==> src/rtl/tdm_demux7.sv <==
// Seven-slot TDM demultiplexer: routes framed serial beats to o0..o6 and commits the whole frame at once.
// Optional even-parity beat on slot 7 when TDM_DEMUX_PARITY_EN is defined.
module tdm_demux7 #(
    parameter int WIDTH = 1
) (
    input  logic             clk,
    input  logic             rst_n,
    input  logic             in_valid,
    input  logic             in_sof,
    input  logic [WIDTH-1:0] din,
    output logic [2:0]       slot,
    output logic [WIDTH-1:0] o0,
    output logic [WIDTH-1:0] o1,
    output logic [WIDTH-1:0] o2,
    output logic [WIDTH-1:0] o3,
    output logic [WIDTH-1:0] o4,
    output logic [WIDTH-1:0] o5,
    output logic [WIDTH-1:0] o6,
    output logic             frame_valid,
    output logic             frame_err
);

`ifdef TDM_DEMUX_PARITY_EN
    localparam logic [2:0] LAST = 3'd7;
`else
    localparam logic [2:0] LAST = 3'd6;
`endif

    typedef enum logic {IDLE, RECV} state_t;

    state_t           state;
    logic [2:0]       cnt;
    logic [WIDTH-1:0] shadow [0:6];

    assign slot = cnt;

`ifdef TDM_DEMUX_PARITY_EN
    logic par;
    logic par_ok;

    always_comb begin
        par = 1'b0;
        for (int unsigned i = 0; i < 7; i++) begin
            par = par ^ (^shadow[i]);
        end
        par_ok = (par == din[0]);
    end
`endif

    always_ff @(posedge clk or negedge rst_n) begin
        if (!rst_n) begin
            state       <= IDLE;
            cnt         <= '0;
            o0          <= '0;
            o1          <= '0;
            o2          <= '0;
            o3          <= '0;
            o4          <= '0;
            o5          <= '0;
            o6          <= '0;
            frame_valid <= 1'b0;
            frame_err   <= 1'b0;
            for (int unsigned i = 0; i < 7; i++) begin
                shadow[i] <= '0;
            end
        end else begin
            frame_valid <= 1'b0;
            frame_err   <= 1'b0;
            if (in_valid) begin
                if (in_sof) begin
                    // A SOF inside RECV aborts the partial frame but still starts the new one.
                    if (state == RECV) begin
                        frame_err <= 1'b1;
                    end
                    shadow[0] <= din;
                    cnt       <= 3'd1;
                    state     <= RECV;
                end else if (state == IDLE) begin
                    frame_err <= 1'b1;
                end else if (cnt == LAST) begin
`ifdef TDM_DEMUX_PARITY_EN
                    if (par_ok) begin
                        o0          <= shadow[0];
                        o1          <= shadow[1];
                        o2          <= shadow[2];
                        o3          <= shadow[3];
                        o4          <= shadow[4];
                        o5          <= shadow[5];
                        o6          <= shadow[6];
                        frame_valid <= 1'b1;
                    end else begin
                        frame_err <= 1'b1;
                    end
`else
                    o0          <= shadow[0];
                    o1          <= shadow[1];
                    o2          <= shadow[2];
                    o3          <= shadow[3];
                    o4          <= shadow[4];
                    o5          <= shadow[5];
                    o6          <= din;
                    frame_valid <= 1'b1;
`endif
                    cnt   <= '0;
                    state <= IDLE;
                end else begin
                    for (int unsigned i = 1; i < 7; i++) begin
                        if (cnt == 3'(i)) begin
                            shadow[i] <= din;
                        end
                    end
                    cnt <= cnt + 3'd1;
                end
            end
        end
    end

endmodule

==> config.mk <==
export PLATFORM = sky130hd
export DESIGN_NAME = tdm_demux7
export DESIGN_NICKNAME = d
export VERILOG_FILES = /design/src/rtl/tdm_demux7.sv
export SDC_FILE = /design/constraint.sdc
export NUM_CORES = 1
export LEC_CHECK = 0
export ABC_AREA = 1
export BUFFER_PORTS_ARGS = -buffer_cell sky130_fd_sc_hd__buf_2
export CORE_ASPECT_RATIO = 0.5
export CORE_MARGIN = 3
export CORE_UTILIZATION = 30
export CTS_CLUSTER_SIZE = 20
export DETAILED_ROUTE_END_ITERATION = 7
export GPL_TIMING_DRIVEN = 0
export PLACE_DENSITY_LB_ADDON = 0.25
export REMOVE_ABC_BUFFERS = 1
export SLEW_MARGIN = 20
export SYNTH_ARGS = -nofsm -noshare
export SYNTH_HDL_FRONTEND = slang
export SYNTH_SLANG_ARGS = --single-unit
==> constraint.sdc <==
create_clock -name clk -period 1.2 [get_ports clk]
set_input_delay 0 -clock clk [delete_from_list [all_inputs] [get_ports clk]]
set_output_delay 0 -clock clk [all_outputs]
set_load 0.02 [all_outputs]
==> metrics.txt, run 1 <==
die footprint 3680 um^2; critical path class reg -> reg; post-synthesis cell count 99; fmax 0.880 GHz; Final setup viols 0; RePlAce Congestion 0.802; total track usage 0.110; share of cells above drive strength 1 0.341; Largest delay share family, worst path flip-flops; Die Y 44.4 um; Max IR drop VDD 0.431 mV; Post-synth EDFFs 0; max-slew violation count 0; R2R cell count 5; CP startpoint kind register; skew final 2.40 ps; post-route minimum period 1140 ps; CTS sink count 19; WL final 1820 um; cell depth of the worst setup path 5; Inserted Diodes 0; I/O pins 17; Rows 13; final net count 131; initial antenna violation count 0; worst setup margin 64.0 ps; Max Cap Viol 0; crit path max-delay cell type dfrtp_1; area of the core 2700 um^2; crit-path max FO 5; Initial Util 0.328; Seq/Total Area, Yosys 0.537; LEAKAGE 0.594 nW; delay of the slowest cell on the worst path 450 ps; Synth Warn # 0; R2R setup slack 60 ps; #FFs+latches synth 19; Post-synth top cells 35 x nand2_1, 19 x dfrtp_1, 11 x o21ai_1; Final Cell Area 1120 um^2; largest net degree at the start of global routing 20; WL/cell 11.4 um; clk buf depth 2; Worst Hold Class in -> reg; FF-to-FF End slot[2]$_DFFE_PN0P_; CP cell instances nand2_1 -> inv_1 -> ha_1 -> nand3b_1 -> o21ai_2; Worst EP required 1390 ps; # H-tree levels 1; vias after detailed routing 719; DPL Wire Length 1210 um; Area Growth Syn to Fin 26.8%; Crit. End Element register; most frequent cell after synthesis nand2_1; fraction of the cycle the final worst path needs 0.947; vias per cell 4.49; crit path to slot[2]$_DFFE_PN0P_; clk_lat worst skew 260 ps; main flop type after synthesis dfrtp_1; Die W 82.9 um; port bufs 16; Worst Max-Slew Pin Slew 437 ps; PD cells 1560 nW/um^2; outcome completed; Synth area leaders dfrtp_1 54%, nand2_1 15%, o21ai_1 6.2%; DR DRC count 0; Design Power 0.00176 W; Worst-path clk slew 70 ps; post-synth top area share 0.537; synthesized area per cell 8.95 um^2; Yosys top cell by area dfrtp_1; Pre-antenna DRT Iters 4; slew margin rel. 0.709; Worst EP arrival 1320 ps; ys async rst share 1.00; vias in the first global route 653; TritonCTS clock tree built; dpl ws -7.32 ps; final hold violation count 0; CTS root buf clkbuf_8; Worst Path Buf+Inv 1; setup TNS 0 ps; post-layout util 0.416; first-pass GRT wire length 3110 um; Crit Reg-Reg Startpoint slot[1]$_DFFE_PN0P_; Worst Setup SP slot[1]$_DFFE_PN0P_; placed cell areas 990 um^2; RSZ-0062 raised after global routing yes; area of the mapped netlist 886 um^2; CTS Buf Count 3; initial DRC count 26; GRT overflow 0; Synth cell types 16; antenna-violating nets left 0
-- layout make-up --
class | count | area [um^2]
clock buffer | 3 | 41.3
clock inverter | 1 | 5.00
fill | 282 | 1580
inverter | 9 | 33.8
multi-input combinational | 69 | 380
sequential | 19 | 477
tap | 37 | 46.3
timing repair buffer | 22 | 140
-- flip-flops by register name, summed over array words and instances, names as in the netlist --
signal,count
o5,1
o2,1
o3,1
o1,1
shadow,6
frame_err,1
o0,1
o4,1
state,1
o6,1
frame_valid,1
slot,3
-- worst reg2reg max path: stages, from the launching register on --
cell	delay [ps]
dfrtp_1	450
nand2_1	100
inv_1	40
ha_1	250
nand3b_1	160
o21ai_2	60
-- layer usage --
layer | track usage | wire length (um) | up-vias
li1 | - | - | 370
met1 | 0.133 | 861 | 335
met2 | 0.170 | 838 | 9
met3 | 0.0446 | 79 | 5
met4 | 0.0586 | 40 | 0
met5 | 0 | 0 | -
-- what timing repair did --
action                                  CTS  global route
endpoints found under the setup margin    2            11
hold buffers                              1             0
gates resized for setup                   2            10
pin swaps                                 0             3
buffers inserted                          0             5
endpoints found under the hold margin    19             0
-- where the power goes --
part	total, W	leakage (nW)	switching (W)	internal [W]
Combinational	0.000429	0.324	0.000267	0.000162
Clock	0.000455	0.0255	0.000224	0.000231
Sequential	0.000871	0.245	0.0000997	0.000771
Total	0.00176	0.594	0.000590	0.00117
-- worst min-delay path by stage --
stage,depth (start not counted),to,start
floorplan,0,frame_err$_DFF_PN0_,rst_n
global placement,1,o1$_DFFE_PN0P_,rst_n
detailed placement,1,o1$_DFFE_PN0P_,rst_n
CTS,3,shadow[6]$_DFFE_PN0P_,in_sof
global route,3,shadow[2]$_DFFE_PN0P_,din
finish,3,shadow[6]$_DFFE_PN0P_,in_sof
-- layout by cell type, fill, tap and decap left out, types with 3 or more instances in the layout --
| master | netlist | final |
|---|---|---|
| inv_1 | 7 | 4 |
| clkbuf_8 | 0 | 3 |
| nor2_2 | 2 | 4 |
| nand3_1 | 6 | 6 |
| buf_2 | 0 | 16 |
| o21ai_1 | 11 | 10 |
| nand2_1 | 35 | 34 |
| inv_2 | 2 | 5 |
| buf_4 | 0 | 4 |
| dfrtp_1 | 19 | 18 |
-- logic make-up (layout without fill, tap and decap cells) --
family                     Yosys count  in the layout  share of synthesized area
AOI/OAI and AO/OA                   13             13                     0.0791
adders and majority gates            2              2                     0.0282
buffers and inverters               11             35                     0.0636
DFF                                 19             19                      0.537
and+or+nand+nor                     54             54                      0.292
-- stage by stage --
step / cells / hold WS, ps
2_1_floorplan: 97 / -296
3_3_place_gp: 150 / -35.2
3_5_place_dp: 150 / -33.2
4_1_cts: 155 / 16.0
5_1_grt: 160 / 42.7
6_report: 160 / 32.8
Power figures use the tool's default switching activity.
==> run 2, diff against run 1 <==
--- a/config.mk
+++ b/config.mk
@@ -7,7 +7,6 @@
 export LEC_CHECK = 0
 export ABC_AREA = 1
 export BUFFER_PORTS_ARGS = -buffer_cell sky130_fd_sc_hd__buf_2
-export CORE_ASPECT_RATIO = 0.5
 export CORE_MARGIN = 3
 export CORE_UTILIZATION = 30
 export CTS_CLUSTER_SIZE = 20
==> constraint.sdc (replaced) <==
create_clock -name clk -period 1 [get_ports clk]
set_input_delay 0 -clock clk [delete_from_list [all_inputs] [get_ports clk]]
set_output_delay 0 -clock clk [all_outputs]
set_load 0.02 [all_outputs]
==> metrics.txt, run 2 (synthesized netlist as in run 1, its figures left out) <==
TritonCTS clock tree built; die footprint 3640 um^2; clk buf depth 2; outcome finished, violations left; antenna-violating nets left 0; PD cells 1770 nW/um^2; initial antenna violation count 0; RSZ-0062 raised after global routing yes; CTS root buf clkbuf_4; most frequent cells in the layout 32 x nand2_1, 16 x dfrtp_1, 14 x buf_2; switching pwr 0.000770 W; failing checks setup timing; Max IR drop VDD 1.17 mV; share of cells above drive strength 1 0.391; post-layout util 0.446; I/O pins 17; max-slew violation count 0; WL final 2270 um; Area Growth Syn to Fin 40.0%; Rows 19; logic gate share of total power 0.340; fraction of the cycle the final worst path needs 1.15; largest net degree at the start of global routing 20; clk_lat worst skew 300 ps; Die W 60.3 um; fmax 0.871 GHz; Pre-antenna DRT Iters 4; area of the core 2780 um^2; CTS Buf Count 3; max reg flops 6; CTS sink count 19; Worst Max-Slew Pin Slew 432 ps; critical path class reg -> reg; Final Cell Area 1240 um^2; Initial Util 0.318; worst setup margin -148 ps; final net count 141; Crit. End Element register; Inserted Diodes 0; WL/cell 13.8 um; GRT overflow 0; initial DRC count 32; final hold violation count 0; Final setup viols 19; Clock power frac 0.184; Reg power frac 0.476; Worst EP required 1230 ps; vias after detailed routing 804; Int Pwr 0.00142 W; Largest Register shadow; CP startpoint kind register; total track usage 0.144; Max Cap Viol 0; placed cell areas 982 um^2; # H-tree levels 1; Worst EP arrival 1380 ps; commonest non-fill, non-tap cell in the layout nand2_1; slew margin rel. 0.712; DR DRC count 0; port bufs 16; Worst-path clk slew 110 ps; crit-path max FO 6; vias in the first global route 795; RePlAce Congestion 0.791; skew final 4.03 ps; Die Y 60.3 um; Worst Hold Class in -> reg; sw frac 0.351; LEAKAGE 0.633 nW; first-pass GRT wire length 3800 um; post-route minimum period 1150 ps; vias per cell 4.90; DPL Wire Length 1230 um
-- run 2: what timing repair did --
item	in CTS	in global routing
hold buffers	3	0
buffers inserted	7	4
pin swaps	15	11
gates resized for setup	15	13
hold endpoints to repair	23	0
cloned	2	0
endpoints found under the setup margin	18	19
-- run 2: worst paths after layout --
check	from	endpoint	slack, ps	depth (start not counted)
max in group asynchronous	rst_n	slot[2]$_DFFE_PN0P_	530	2
max reg2reg	slot[1]$_DFFE_PN0P_	slot[2]$_DFFE_PN0P_	-150	5
min in group asynchronous	rst_n	o4$_DFFE_PN0P_	150	2
min	in_valid	shadow[6]$_DFFE_PN0P_	40	3
min reg2reg	o4$_DFFE_PN0P_	o4$_DFFE_PN0P_	480	2
max	slot[1]$_DFFE_PN0P_	slot[2]$_DFFE_PN0P_	-150	5
-- run 2: through the flow --
stage / hold slack [ps] / setup WS [ps] / setup TNS (ps) / std cells / power, W
detailed placement: -28.3 / -225 / -2340 / 144 / 0.00152
CTS: 3.48 / -128 / -1420 / 160 / 0.00212
finish: 38.2 / -148 / -1860 / 164 / 0.00219
floorplan: -296 / -244 / -1690 / 97 / 0.00135
global route: 42.0 / -233 / -3320 / 164 / 0.00233
global placement: -34.9 / -208 / -2050 / 144 / 0.00151
-- run 2: worst max-delay path: stages, from the launching register on --
cell and delay (ps):
dfrtp_2 470, nand2_1 70, inv_1 40, ha_1 250, nand3b_1 150, o21ai_1 90
-- run 2: area by class of cell --
class | instances | area (um^2)
Clock buffer | 4 | 26.3
Multi-Input combinational cell | 71 | 423
Inverter | 9 | 36.3
Timing Repair Buffer | 30 | 236
Tap cell | 31 | 38.8
Sequential cell | 19 | 479
Fill cell | 270 | 1540
-- run 2: power groups by stage --
stage | Sequential, W | Combinational (W) | Clock (W)
finish | 0.00104 | 0.000745 | 0.000403
global route | 0.00106 | 0.000823 | 0.000452
CTS | 0.00103 | 0.000676 | 0.000415
detailed placement | 0.00106 | 0.000463 | 0
global placement | 0.00105 | 0.000456 | 0
floorplan | 0.00111 | 0.000239 | 0
-- run 2: metal layers --
layer,vias up,share of wire,GRT usage
li1,394,-,-
met3,7,0.053,0.0298
met5,-,0,0
met2,23,0.45,0.216
met1,380,0.47,0.198
met4,0,0.025,0.0665
